===== src/rtl/mem_pkg.sv =====
// Shared encodings for the memory arbiter: FSM state codes, grant codes and
// the fixed-priority grant decision.
package mem_pkg;

  typedef enum logic [1:0] {
    StIdle    = 2'd0,
    StSetup   = 2'd1,
    StStrobe  = 2'd2,
    StCapture = 2'd3
  } state_e;

  typedef enum logic {
    GntIf = 1'b0,
    GntLs = 1'b1
  } gnt_e;

  // Data port wins unless the fetch port is waiting and has hit its starvation limit.
  function automatic gnt_e pick_grant(input logic if_req, input logic ls_req,
                                      input logic at_limit);
    return (ls_req && !(if_req && at_limit)) ? GntLs : GntIf;
  endfunction

endpackage


===== src/rtl/mem_arb_prio.sv =====
// Fetch/data arbitration with a saturating starvation counter that forces a
// fetch grant after StarveLimit consecutive data grants.
module mem_arb_prio
  import mem_pkg::*;
#(
  parameter int unsigned StarveLimit = 3
) (
  input  logic clk_i,
  input  logic rst_ni,
  input  logic if_req_i,
  input  logic ls_req_i,
  input  logic grant_en_i,
  output gnt_e gnt_o
);

  localparam int unsigned CntW = (StarveLimit < 1) ? 1 : $clog2(StarveLimit + 1);
  localparam logic [CntW-1:0] Limit = CntW'(StarveLimit);

  logic [CntW-1:0] cnt_q, cnt_d;
  logic            at_limit;

  assign at_limit = (cnt_q == Limit);
  assign gnt_o    = pick_grant(if_req_i, ls_req_i, at_limit);

  // Only a data grant that bypasses a waiting fetch counts towards starvation.
  always_comb begin
    cnt_d = cnt_q;
    if (grant_en_i) begin
      if ((gnt_o == GntLs) && if_req_i) begin
        cnt_d = at_limit ? cnt_q : cnt_q + CntW'(1);
      end else begin
        cnt_d = '0;
      end
    end
  end

  always_ff @(posedge clk_i or negedge rst_ni) begin
    if (!rst_ni) begin
      cnt_q <= '0;
    end else begin
      cnt_q <= cnt_d;
    end
  end

endmodule


===== src/rtl/mem_arbiter.sv =====
// Two-port (fetch / load-store) arbiter driving a single strobed memory with a
// fixed four-cycle IDLE-SETUP-STROBE-CAPTURE transaction.
module mem_arbiter
  import mem_pkg::*;
#(
  parameter int unsigned AW           = 16,
  parameter int unsigned DW           = 32,
  parameter int unsigned STARVE_LIMIT = 3
) (
  input  logic          CLK,
  input  logic          RST,
  input  logic          IF_REQ,
  input  logic [AW-1:0] IF_ADDR,
  output logic          IF_ACK,
  input  logic          LS_REQ,
  input  logic          LS_WE,
  input  logic [AW-1:0] LS_ADDR,
  input  logic [DW-1:0] LS_WDATA,
  output logic          LS_ACK,
  output logic [DW-1:0] RDATA,
  output logic [AW-1:0] MEM_ADDR,
  output logic [DW-1:0] MEM_DIN,
  output logic          MEM_WE,
  output logic          MEM_CLK,
  input  logic [DW-1:0] MEM_OUT,
  output logic          BUSY,
  output logic [1:0]    ESTADO
);

  state_e        state_q;
  gnt_e          gnt_q, gnt_d;
  logic [AW-1:0] addr_q;
  logic [DW-1:0] din_q;
  logic [DW-1:0] rdata_q;
  logic          we_q;
  logic          start;

  assign start = (state_q == StIdle) && (IF_REQ || LS_REQ);

  mem_arb_prio #(
    .StarveLimit(STARVE_LIMIT)
  ) u_prio (
    .clk_i     (CLK),
    .rst_ni    (RST),
    .if_req_i  (IF_REQ),
    .ls_req_i  (LS_REQ),
    .grant_en_i(start),
    .gnt_o     (gnt_d)
  );

  always_ff @(posedge CLK or negedge RST) begin
    if (!RST) begin
      state_q <= StIdle;
      gnt_q   <= GntIf;
      addr_q  <= '0;
      din_q   <= '0;
      rdata_q <= '0;
      we_q    <= 1'b0;
    end else begin
      unique case (state_q)
        StIdle: begin
          if (start) begin
            state_q <= StSetup;
            gnt_q   <= gnt_d;
            if (gnt_d == GntLs) begin
              addr_q <= LS_ADDR;
              din_q  <= LS_WDATA;
              we_q   <= LS_WE;
            end else begin
              addr_q <= IF_ADDR;
              we_q   <= 1'b0;
            end
          end
        end
        StSetup: state_q <= StStrobe;
        StStrobe: begin
          state_q <= StCapture;
          // Latched on entry to CAPTURE so read data is valid alongside ACK.
          if (!we_q) rdata_q <= MEM_OUT;
        end
        StCapture: begin
          state_q <= StIdle;
          we_q    <= 1'b0;
        end
        default: state_q <= StIdle;
      endcase
    end
  end

  assign MEM_ADDR = addr_q;
  assign MEM_DIN  = din_q;
  assign MEM_WE   = we_q;
  assign MEM_CLK  = (state_q == StStrobe);
  assign RDATA    = rdata_q;
  assign BUSY     = (state_q != StIdle);
  assign ESTADO   = state_q;
  assign IF_ACK   = (state_q == StCapture) && (gnt_q == GntIf);
  assign LS_ACK   = (state_q == StCapture) && (gnt_q == GntLs);

  ack_exclusive_a: assert property (@(posedge CLK) disable iff (!RST) !(IF_ACK && LS_ACK));
  we_from_ls_a:    assert property (@(posedge CLK) disable iff (!RST) MEM_WE |-> gnt_q == GntLs);

endmodule


===== config.mk =====
export PLATFORM = sky130hd
export DESIGN_NAME = mem_arbiter
export DESIGN_NICKNAME = d
export VERILOG_FILES = /design/src/rtl/mem_pkg.sv /design/src/rtl/mem_arb_prio.sv /design/src/rtl/mem_arbiter.sv
export SDC_FILE = /design/constraint.sdc
export NUM_CORES = 1
export LEC_CHECK = 0
export CAP_MARGIN = 20
export CORE_UTILIZATION = 39
export DETAILED_ROUTE_END_ITERATION = 10
export GPL_ROUTABILITY_DRIVEN = 1
export PLACE_DENSITY_LB_ADDON = 0.1
export SYNTH_ARGS = -nofsm -noshare
export SYNTH_HDL_FRONTEND = slang
export SYNTH_SLANG_ARGS = --single-unit

===== constraint.sdc =====
create_clock -name CLK -period 2.19 [get_ports CLK]
set_clock_uncertainty 0.1 [all_clocks]
set_input_delay 0.438 -clock CLK [delete_from_list [all_inputs] [get_ports CLK]]
set_output_delay 0.438 -clock CLK [all_outputs]
set_load 0.05 [all_outputs]

Word level (Yosys, flattened, before mapping)
Index checks and enable logic that the tools add are counted. W data, S select, Z words.

Output and inout bits: 87. Flip-flop bits (word level): 86. Word-level logic and storage cells: 41.

$add $sub $neg: 1. Reduce and logical (&&, ||, !) cells: 16. Muxes and demuxes: 9. Bitwise gates (word level): 2. Eq/ne operators: 6.

Operators with widths (number): $mux W16 (1); $pmux W2 S4 (1); $reduce_and A2 Y1 (4); $eq A2 B2 Y1 const B (3); $logic_and A1 B1 Y1 (6); $mux W2 (3); $ne A2 B2 Y1 const B (2); $reduce_bool A2 Y1 (2); $mux W1 (3); $reduce_and A3 Y1 (1); $add A2 B1 Y2 const B (1); $eq A2 B1 Y1 const B (1); $logic_not A2 Y1 (1); $not A1 Y1 (2); $pmux W1 S2 (1); $logic_not A1 Y1 (1); $logic_or A1 B1 Y1 (1).

Logic depth before layout (Yosys ltp)
Gate-level depths: netlist of run 1.

Depth after elaboration: 8. Gate-level depth with buffers: 8. Depth with buffers taken out: 5.

By module
Synthesis of run 1 repeated with hierarchy kept, for this count alone.

Cells, all modules: 223. Area, all modules: 3779.9 um^2.

By module, submodules not included: mem_arbiter (area an instance 3654.8 um^2, cells each 212, times used 1); mem_arb_prio (area an instance 125.1 um^2, cells each 11, times used 1).

Least setup slack after synthesis of run 1
OpenSTA, ideal clock, no wires.

Path type: reg2reg. Start: register state_q[1] (netlist: ESTADO[1]). End: register rdata_q[10] (netlist: RDATA[10]). Buffers on the path: 2. Period minus slack after synthesis: 2.395 ns. Data arrival time: 2.170 ns. Slack: -0.205 ns. Required time: 1.965 ns. Cell stages (with the launch flop): 6. Cell sequence: dfrtp_1 > ha_1 > nor2b_1 > clkbuf_1 > buf_2 > mux2_2.

Word-level cells in the longest chain between the ends: 2.

RTL lines: from (decl) (RTL line mem_arbiter.sv:30) `state_e state_q;`; from (signal assigned) (RTL line mem_arbiter.sv:53) `state_q <= StIdle;`; from (signal assigned) (RTL line mem_arbiter.sv:63) `state_q <= StSetup;`; from (signal assigned) (RTL line mem_arbiter.sv:75) `StSetup: state_q <= StStrobe;`; $eq A2 B2 Y1; via MEM_CLK (RTL line mem_arbiter.sv:24) `output logic MEM_CLK,`; $reduce_and A2 Y1 (no source line); to (signal assigned) (RTL line mem_arbiter.sv:57) `rdata_q <= '0;`; to (signal assigned) (RTL line mem_arbiter.sv:79) `if (!we_q) rdata_q <= MEM_OUT;`; to (decl) (RTL line mem_arbiter.sv:34) `logic [DW-1:0] rdata_q;`.

The timed path passes the listed nets, and every way through them passes these cells. A chain may end at the register's enable or synchronous reset.

Final worst setup path of run 1
Start: register state_q[1] (netlist: ESTADO[1]). End: output ESTADO[1].

RTL lines: to (decl) (RTL line mem_arbiter.sv:27) `output logic [1:0] ESTADO`.

No word-level cell between the ends.

==> results of run 1 <==
-- cell type report --
cell class | count | area [um^2]
inverter | 3 | 11.26
multi-input combinational | 153 | 1222
tap | 105 | 131.4
fill | 647 | 2604
clock inverter | 4 | 72.57
sequential | 86 | 2153
clock buffer | 10 | 137.6
timing repair buffer | 201 | 2049
-- Yosys cell counts --
library cell	count
a21bo_1	1
buf_2	5
nor2b_1	4
a31oi_1	2
a22o_1	1
a32o_1	1
nor2_1	18
ha_1	4
o21ai_0	1
buf_6	3
and2_1	1
nand2_1	17
nand3_1	1
a21oi_1	32
o21a_1	1
a21o_1	1
inv_1	3
mux2_2	36
o21ai_1	1
nor2_8	1
dfrtp_1	86
mux2_1	29
a21boi_2	1
buf_4	2
clkbuf_1	4
-- state kept, by name, summed over array words and instances, names as in the netlist --
name          flops
RDATA            32
MEM_ADDR         16
MEM_WE            1
u_prio.cnt_q      2
ESTADO            2
MEM_DIN          32
gnt_q             1
-- what timing repair did --
item                      4_1_cts  5_1_grt
setup buffers                   0        0
hold endpoints to repair       28        0
hold buffers                    1        0
-- logic make-up (layout without fill, tap and decap cells) --
kind of cell,Yosys count,after routing
simple gates,42,42
mux,65,65
flops,86,86
buf+inv,17,218
fa+ha+maj,4,4
compound gates,42,42
-- report_power, final --
group	internal, mW	total [mW]	switching, mW
Sequential	2.41	2.81	0.403
Clock	0.660	1.19	0.532
Combinational	2.45	6.49	4.04
-- stage by stage --
stage / power [mW] / hold slack, ns / std cells / worst slack (ns) / instance area (um^2)
after CTS: 10.60 / 0.3921 / 562 / 0.04942 / 5778
after global placement: 9.297 / 0.2882 / 547 / 0.07970 / 5558
final: 10.49 / 0.3870 / 562 / 0.07808 / 5778
after detailed placement: 9.400 / 0.2876 / 547 / 0.04553 / 5558
after floorplan: 7.071 / 0.04241 / 256 / 0.02305 / 3473
after global routing: 11.03 / 0.4074 / 562 / 0.006937 / 5778
-- how the worst max path moves through the flow --
stage,slack [ns],to,start
global placement,0.08,MEM_DIN[28]$_DFFE_PN0P_,LS_REQ
global route,0.007,ESTADO[1],ESTADO[1]$_DFFE_PN0P_
detailed placement,0.05,MEM_DIN[16]$_DFFE_PN0P_,LS_REQ
CTS,0.05,ESTADO[1],ESTADO[1]$_DFFE_PN0P_
finish,0.08,ESTADO[1],ESTADO[1]$_DFFE_PN0P_
floorplan,0.02,MEM_DIN[0]$_DFFE_PN0P_,ESTADO[0]$_DFFE_PN0P_
-- worst register-to-register path: cells and delay by family, from the launching register on --
family          cells  cell delay, ns
mux                 1            0.33
buf+inv             3            0.48
fa+ha+maj           1            0.19
flops               1            0.41
compound gates      1            0.10
simple gates        1            0.14
-- layer usage --
layer  GRT usage, %  share of wire [%]  routed length [um]  vias up
met5              0                  0                   0        -
met1          23.38                 39                3299     1285
met4          6.716                1.0                  89        0
met2          31.26                 49                4212      108
li1               -                  -                   -     1276
met3          6.635                 11                 918        7
==> reports/metrics.yaml, run 1 <==
yosys:
  synth-xor-area-share_pct: 0
  ys_types: 25
  synthCells: 256
  synth_fa_ha_area_share_pct: 1.447
  synth-compound-area-share_pct: 6.872
  yosysSeqAreaShare_pct: 62.21
  synth.avg_cell_area_um2: 13.51
  synth.area.mux_share_pct: 21.16
  synth_area_leaders: "dfrtp_1 (62%), mux2_2 (12%), mux2_1 (9.4%)"
  netlist_area_mm2: 0.003460
  yosys_warnings: 0
  synth_fp_nets: 361
  synth_top_family_by_area: "multiplexers"
  yosys.area.top_type: "dfrtp_1"
  ys_ff_latch: 86
  yosysTopAreaCellShare_pct: 62.21
  synth-simple-area-share_pct: 5.425
setup_path:
  setup.worst_path.start_class: "flip-flop"
  worstPathArrival_ns: 1.57
  required_ns: 1.65
  path_delay_family: "buffers and inverters"
  crit_type: "flip-flop to output pin"
  reg2reg_from: "ESTADO[0]$_DFFE_PN0P_"
  r2r_slack_ns: 0.32
  ff2ff_path_depth: 7
  reg2reg_to: "MEM_DIN[16]$_DFFE_PN0P_"
  crit_slowest_cell: "clkdlybuf4s50_1"
  crit_chain: "clkdlybuf4s50_1"
  cpPeakStageDelay_ns: 0.83
  cp-end-kind: "output pin"
  cp_max_fo: 5
  timing.critical_path.buf_inv: 1
  path_depth: 1
die:
  io_pins: 188
  fp.dieW_um: 96.19
  die_h_um: 96.19
  coreArea_mm2: 0.008382
  fp.dieArea_mm2: 0.009252
  start_util_pct: 41.27
  rows: 33
global_route:
  overflow: 0
  grt_pass1_wl_um: 13130
  grt_max_degree: 44
  antenna_found_initial: 0
  grt_pass1_vias: 2623
  grt.total_usage_pct: 19.12
finish:
  syn2layout_area_growth_pct: 67.02
  fin_util_pct: 68.94
  final_cell_mix: "clkdlybuf4s50_1 (180), dfrtp_1 (85), mux2_2 (36)"
  drive_gt1_share_pct: 16.41
  final_common_cell: "clkdlybuf4s50_1"
  num-nets-final: 559
  antennaDiodeCount: 0
placed_design:
  io_buffers: 187
  gp_congestion: 0.7330
  dpl.hpwl_um: 6479
clock_tree:
  insertion_delay_ns: 0.33
  clk_pin_slew_worst_paths_ns: 0.08
  ctsRootBufferMaster: "clkbuf_8"
  cts_buffer_depth: 2
  ctsResizeCount: 0
  cts_tree: "done"
  cts_num_sinks: 86
  h-tree-depth: 3
  cts_buffers: 9
pwr:
  powerDensity_mw_per_mm2: 1816
  p_leak_nw: 2.431
  ir_drop_v: 0.0008679
route:
  drt-initial-drc-count: 49
  remaining_drc_errors: 0
  totalWireLength_um: 8520
  vias: 2676
  viasPerCell: 4.762
  ant_nets: 0
  dr.pass1.iters: 4
  wire_per_inst_um: 15.16
hold_path:
  hold_depth: 1
  hp-start: "MEM_DIN[26]$_DFFE_PN0P_"
  holdPathEnd: "MEM_DIN[26]$_DFFE_PN0P_"
  hold_class: "flip-flop to flip-flop"
sta:
  final_hold_viol_count: 0
  timing.fmax_mhz: 473.5
  slew_viol_final: 0
  fin_crit_ns: 2.112
  maxSlewHeadroom_pct: 60.28
  final-setup-viol-count: 0
  fin_crit_sh_pct: 96.43
  worstMarginPinSlew_ns: 0.5958
  rsz0062_at_grt: "false"
  setup_tns_ns: 0
status:
  status: "finished, final reports clean"
job:
  cap_violations: 0
No activity file was read; power rests on OpenSTA's default activity.
==> inputs of run 2 (changes only) <==
CORE_MARGIN = 2   (was not set)
CTS_CLUSTER_DIAMETER = 200   (was not set)
==> run 2 against run 1 <==
Cell count grew 0.36%. Total power rose by 1.2%. Design area grew 0.30%. Non-clock buffer count shrank 3. Global-route usage decreased by 0.70 points. Maximum frequency increased by 2.3%. Via count down 0.45%. First-iteration DRC count decreased by 2.0%. Combinational power about the same. Critical path type unchanged. Largest cell class unchanged.
==> reports/metrics.yaml, run 2 (same netlist as run 1, synthesis figures left out) <==
status:
  status: "finished, final reports clean"
placed_design:
  dpl.hpwl_um: 6216  # -4.1%
  placed_area_mm2: 0.005548  # -0.18%
  gp_congestion: 0.7349  # +0.26%
  dp.cells: 548  # +0.18%
  io_buffers: 187  # unchanged
route:
  remaining_drc_errors: 0  # unchanged
  ant_nets: 0  # unchanged
  dr.pass1.iters: 4  # unchanged
  viasPerCell: 4.723  # -0.80%
  drt-initial-drc-count: 48  # -2.0%
  wire_per_inst_um: 14.92  # -1.6%
  totalWireLength_um: 8414  # -1.2%
  vias: 2664  # -0.45%
clock_tree:
  cts_num_sinks: 86  # unchanged
  h-tree-depth: 3  # unchanged
  clk_pin_slew_worst_paths_ns: 0.09  # about the same
  cts_buffer_depth: 2  # unchanged
  cts_tree: "done"
  ctsResizeCount: 0  # unchanged
  cts_buffers: 9  # unchanged
  postCtsSetupRepairBufs: 0  # unchanged
  insertion_delay_ns: 0.34  # about the same
  ctsRootBufferMaster: "clkbuf_8"
  postCtsHoldBufs: 0  # -1
pwr:
  pwr-share-seq_pct: 26.4  # -0.4 points
  p_leak_nw: 2.435  # +0.13%
  clock_power_share_pct: 12.6  # +1.2 points
  switching_power_mw: 4.990  # +0.26%
  pwr-share-comb_pct: 60.9  # -1.0 points
  powerDensity_mw_per_mm2: 1832  # +0.89%
  p_sw_share_pct: 47.01  # -0.44 points
  ir_drop_v: 0.0007562  # -13%
  p_int_mw: 5.626  # +2.0%
global_route:
  antenna_found_initial: 0  # unchanged
  grt.total_usage_pct: 18.42  # -0.70 points
  overflow: 0  # unchanged
  grt_max_degree: 87  # +98%
  grt_pass1_wl_um: 14150  # +7.8%
  grt_pass1_vias: 2789  # +6.3%
setup_path:
  crit_slowest_cell: "clkdlybuf4s50_1"
  worstPathArrival_ns: 1.53  # -0.04 ns
  cpPeakStageDelay_ns: 0.81  # -0.02 ns
  cp_max_fo: 2  # -3
  path_delay_family: "buffers and inverters"
  timing.critical_path.buf_inv: 1  # unchanged
  required_ns: 1.65  # about the same
  setup.worst_path.start_class: "flip-flop"
  crit_type: "flip-flop to output pin"
  crit_chain: "clkdlybuf4s50_1"
  cp-end-kind: "output pin"
finish:
  fin_util_pct: 66.78  # -2.2 points
  antennaDiodeCount: 0  # unchanged
  fill_cells: 671  # +3.7%
  final_cells: 564  # +0.36%
  syn2layout_area_growth_pct: 67.52
  final_common_cell: "clkdlybuf4s50_1"
  num-nets-final: 556  # -0.54%
  drive_gt1_share_pct: 16.67  # +0.26 points
  fin_area_mm2: 0.005796  # +0.30%
  final_cell_mix: "clkdlybuf4s50_1 (179), dfrtp_1 (85), mux2_2 (36)"
die:
  fp.dieW_um: 98.19  # +2.1%
  fp.dieArea_mm2: 0.009640  # +4.2%
  die_h_um: 98.19  # +2.1%
  coreArea_mm2: 0.008678  # +3.5%
  start_util_pct: 39.86  # -1.4 points
  io_pins: 188  # unchanged
  rows: 34  # +3.0%
sta:
  worstMarginPinSlew_ns: 0.5667  # -0.02907 ns
  maxSlewHeadroom_pct: 62.22  # +1.9 points
  rsz0062_at_grt: "false"
  fin_crit_ns: 2.064  # -0.04828 ns
  final_hold_viol_count: 0  # unchanged
  slew_viol_final: 0  # unchanged
  final-setup-viol-count: 0  # unchanged
  fin_crit_sh_pct: 94.23  # -2.2 points
  setup_tns_ns: 0  # unchanged
  holdWs_ns: 0.02026  # -0.3667 ns
  timing.fmax_mhz: 484.6  # +2.3%
hold_path:
  hold_class: "input port to asynchronous set/reset pin"
job:
  cap_violations: 0  # unchanged
run 2: power by group through the flow:
stage                     Combinational (mW)  Sequential [mW]  Clock (mW)
after CTS                               6.54             2.82        1.39
after global routing                    6.77             2.94        1.47
final                                   6.47             2.81        1.34
after global placement                  6.47             2.81           0
after detailed placement                6.53             2.85           0
after floorplan                         1.49             5.58           0
run 2: layout make-up:
type / count / area (um^2) / area share, %
clock buffers: 11 / 141.4 / 2.440
clock inverters: 5 / 106.4 / 1.835
inverters: 3 / 11.26 / 0.1943
multi-input cells: 153 / 1226 / 21.16
flip-flops and latches: 86 / 2153 / 37.15
well taps: 108 / 135.1 / 2.332
repair buffers: 198 / 2022 / 34.89
run 2: path summary, 6_finish.rpt:
kind,slack (ns),start,to,cells after the start
max in group asynchronous,1.60,RST,ESTADO[1]$_DFFE_PN0P_,2
worst max register to register,0.36,ESTADO[0]$_DFFE_PN0P_,MEM_DIN[7]$_DFFE_PN0P_,6
worst min-delay path,0.02,RST,RDATA[9]$_DFFE_PN0P_,2
worst min register to register,0.39,MEM_DIN[20]$_DFFE_PN0P_,MEM_DIN[20]$_DFFE_PN0P_,1
worst max-delay path,0.13,RDATA[11]$_DFFE_PN0P_,RDATA[11],1
min in group CLK,0.39,MEM_DIN[20]$_DFFE_PN0P_,MEM_DIN[20]$_DFFE_PN0P_,1
run 2: metal layers:
| metal | vias to the layer above | part of all wire [%] | GRT usage [%] |
|---|---|---|---|
| li1 | 1268 | - | - |
| met4 | 0 | 1.0 | 6.955 |
| met5 | - | 0 | 0 |
| met1 | 1280 | 41 | 23.71 |
| met2 | 110 | 49 | 29.19 |
| met3 | 6 | 8.5 | 6.013 |
run 2: stage by stage:
step | worst slack, ns | power, mW
5_1_grt | 0.05290 | 11.18
3_3_place_gp | 0.08867 | 9.283
3_5_place_dp | 0.03913 | 9.383
2_1_floorplan | 0.02305 | 7.071
6_report | 0.1264 | 10.62
4_1_cts | 0.09855 | 10.75
==> inputs of run 3 (changes only) <==
CORE_ASPECT_RATIO = 1.25   (was not set)
==> run 3 against run 2 <==
Global-route usage decreased by 0.33 points. Die area barely moved. Critical endpoint is now MEM_DIN[9]. Non-clock buffer count grew 2.
==> reports/metrics.yaml, run 3 (same netlist as run 1, synthesis figures left out) <==
status:
  status: "finished, final reports clean"
die:
  fp.dieW_um: 88.24  # -10%
  start_util_pct: 39.98  # +0.12 points
  io_pins: 188  # unchanged
  rows: 38  # +12%
  coreArea_mm2: 0.008653  # -0.29%
  die_h_um: 109.3  # +11%
  fp.dieArea_mm2: 0.009645  # about the same
placed_design:
  place_ws_ns: 0.06802  # +0.02889 ns
  placed_area_mm2: 0.005548  # unchanged
  io_buffers: 187  # unchanged
  dpl.hpwl_um: 6671  # +7.3%
  gp_congestion: 0.7459  # +1.5%
  dp.cells: 561  # +2.4%
finish:
  final_cell_mix: "clkdlybuf4s50_1 (179), dfrtp_1 (85), mux2_2 (36)"
  final_common_cell: "clkdlybuf4s50_1"
  num-nets-final: 558  # +0.36%
  syn2layout_area_growth_pct: 65.03
  final_cells: 577  # +2.3%
  drive_gt1_share_pct: 15.75  # -0.91 points
  fill_cells: 720  # +7.3%
  antennaDiodeCount: 0  # unchanged
  fin_area_mm2: 0.005709  # -1.5%
global_route:
  busiest_layer: "met2"
  grt_max_degree: 42  # -52%
  grt_pass1_vias: 2754  # -1.3%
  antenna_found_initial: 0  # unchanged
  gr-usage-met2_pct: 30.99  # +1.8 points
  grt_pass1_wl_um: 13320  # -5.9%
  grt.total_usage_pct: 18.09  # -0.33 points
  use_met1_pct: 20.14  # -3.6 points
  overflow: 0  # unchanged
  gr-usage-met3_pct: 5.105  # -0.91 points
pwr:
  p_total_mw: 10.19  # -4.1%
  powerDensity_mw_per_mm2: 1784  # -2.6%
  ir_drop_v: 0.001022  # +35%
  p_leak_nw: 2.403  # -1.3%
sta:
  slew_viol_final: 0  # unchanged
  maxSlewHeadroom_pct: 60.51  # -1.7 points
  fin_crit_sh_pct: 95.15  # +0.92 points
  worstMarginPinSlew_ns: 0.5923  # +0.02559 ns
  timing.fmax_mhz: 479.9  # -0.96%
  setup_tns_ns: 0  # unchanged
  final_hold_viol_count: 0  # unchanged
  final-setup-viol-count: 0  # unchanged
  setup_ws_ns: 0.1063  # -0.02008 ns
  fin_crit_ns: 2.084  # +0.02008 ns
  rsz0062_at_grt: "false"
setup_path:
  timing.critical_path.buf_inv: 1  # unchanged
  crit_slowest_cell: "clkdlybuf4s50_1"
  worstPathArrival_ns: 1.55  # +0.02 ns
  crit_type: "flip-flop to output pin"
  cpPeakStageDelay_ns: 0.84  # +0.03 ns
  path_delay_family: "buffers and inverters"
  setup.worst_path.start_class: "flip-flop"
  crit_chain: "clkdlybuf4s50_1"
  required_ns: 1.65  # about the same
  cp-end-kind: "output pin"
  cp_max_fo: 2  # unchanged
clock_tree:
  ctsRootBufferMaster: "clkbuf_8"
  insertion_delay_ns: 0.34  # about the same
  cts_tree: "done"
  cts_buffers: 9  # unchanged
  postCtsSetupRepairBufs: 0  # unchanged
  cts_num_sinks: 86  # unchanged
  cts_buffer_depth: 2  # unchanged
  h-tree-depth: 3  # unchanged
  clk_pin_slew_worst_paths_ns: 0.08  # about the same
route:
  dr.pass1.iters: 4  # unchanged
  vias: 2708  # +1.7%
  wire_per_inst_um: 14.92  # about the same
  totalWireLength_um: 8607  # +2.3%
  ant_nets: 0  # unchanged
  remaining_drc_errors: 0  # unchanged
  viasPerCell: 4.693  # -0.64%
  drt-initial-drc-count: 55  # +15%
job:
  cap_violations: 0  # unchanged
hold_path:
  hold_class: "flip-flop to flip-flop"
## run 3: changes by cell type in the layout (fill, tap and decap cells not counted), sizes merged
cell / delta
clkinvlp: -1
dlymetal6s2s: +1
clkbuf: +2
clkinv: +1
dlygate4sd3: +1
bufinv: -3
## run 3: metrics by stage
step           utilization (%)  hold WS, ns
4_1_cts                  65.95       0.3914
6_report                 65.98       0.3863
3_3_place_gp             64.11       0.3632
2_1_floorplan                -      0.04241
3_5_place_dp             64.11       0.3680
5_1_grt                  65.98       0.4105
## run 3: final timing paths
path	start	endpoint	slack, ns	cells after the start
setup / recovery	MEM_DIN[9]$_DFFE_PN0P_	MEM_DIN[9]	0.11	1
hold / removal	MEM_DIN[25]$_DFFE_PN0P_	MEM_DIN[25]$_DFFE_PN0P_	0.39	1
setup reg to reg	ESTADO[0]$_DFFE_PN0P_	MEM_DIN[16]$_DFFE_PN0P_	0.37	6
hold reg to reg	MEM_DIN[25]$_DFFE_PN0P_	MEM_DIN[25]$_DFFE_PN0P_	0.39	1
max in group asynchronous	RST	RDATA[4]$_DFFE_PN0P_	0.90	3
min in group asynchronous	RST	MEM_ADDR[0]$_DFFE_PN0P_	0.50	2
## run 3: layout make-up
cell class | instances | area (um^2) | area share, %
Inverter | 3 | 11.26 | 0.1972
Tap cell | 120 | 150.1 | 2.630
Sequential cell | 86 | 2153 | 37.72
Timing Repair Buffer | 200 | 2019 | 35.37
Clock inverter | 2 | 10.01 | 0.1753
Multi-Input combinational cell | 153 | 1226 | 21.48
Clock buffer | 13 | 138.9 | 2.433
## run 3: power by group
group / leakage (nW) / switching [mW] / total, mW / internal (mW)
sequential: 1.01 / 0.410 / 2.82 / 2.41
clock: 0.0773 / 0.516 / 0.921 / 0.405
combinational: 1.32 / 4.05 / 6.45 / 2.40
## run 3: timing repair
action	CTS	global route
gates resized for setup	0	1
hold endpoints to repair	39	0
setup endpoints to repair	0	1
hold buffers	1	0
## run 3: per-layer routing
layer	routed length [um]	up-vias	part of all wire, %
met3	686	16	8.0
met5	0	-	0
met2	4477	110	52
li1	-	1271	-
met4	243	0	2.8
met1	3200	1311	37
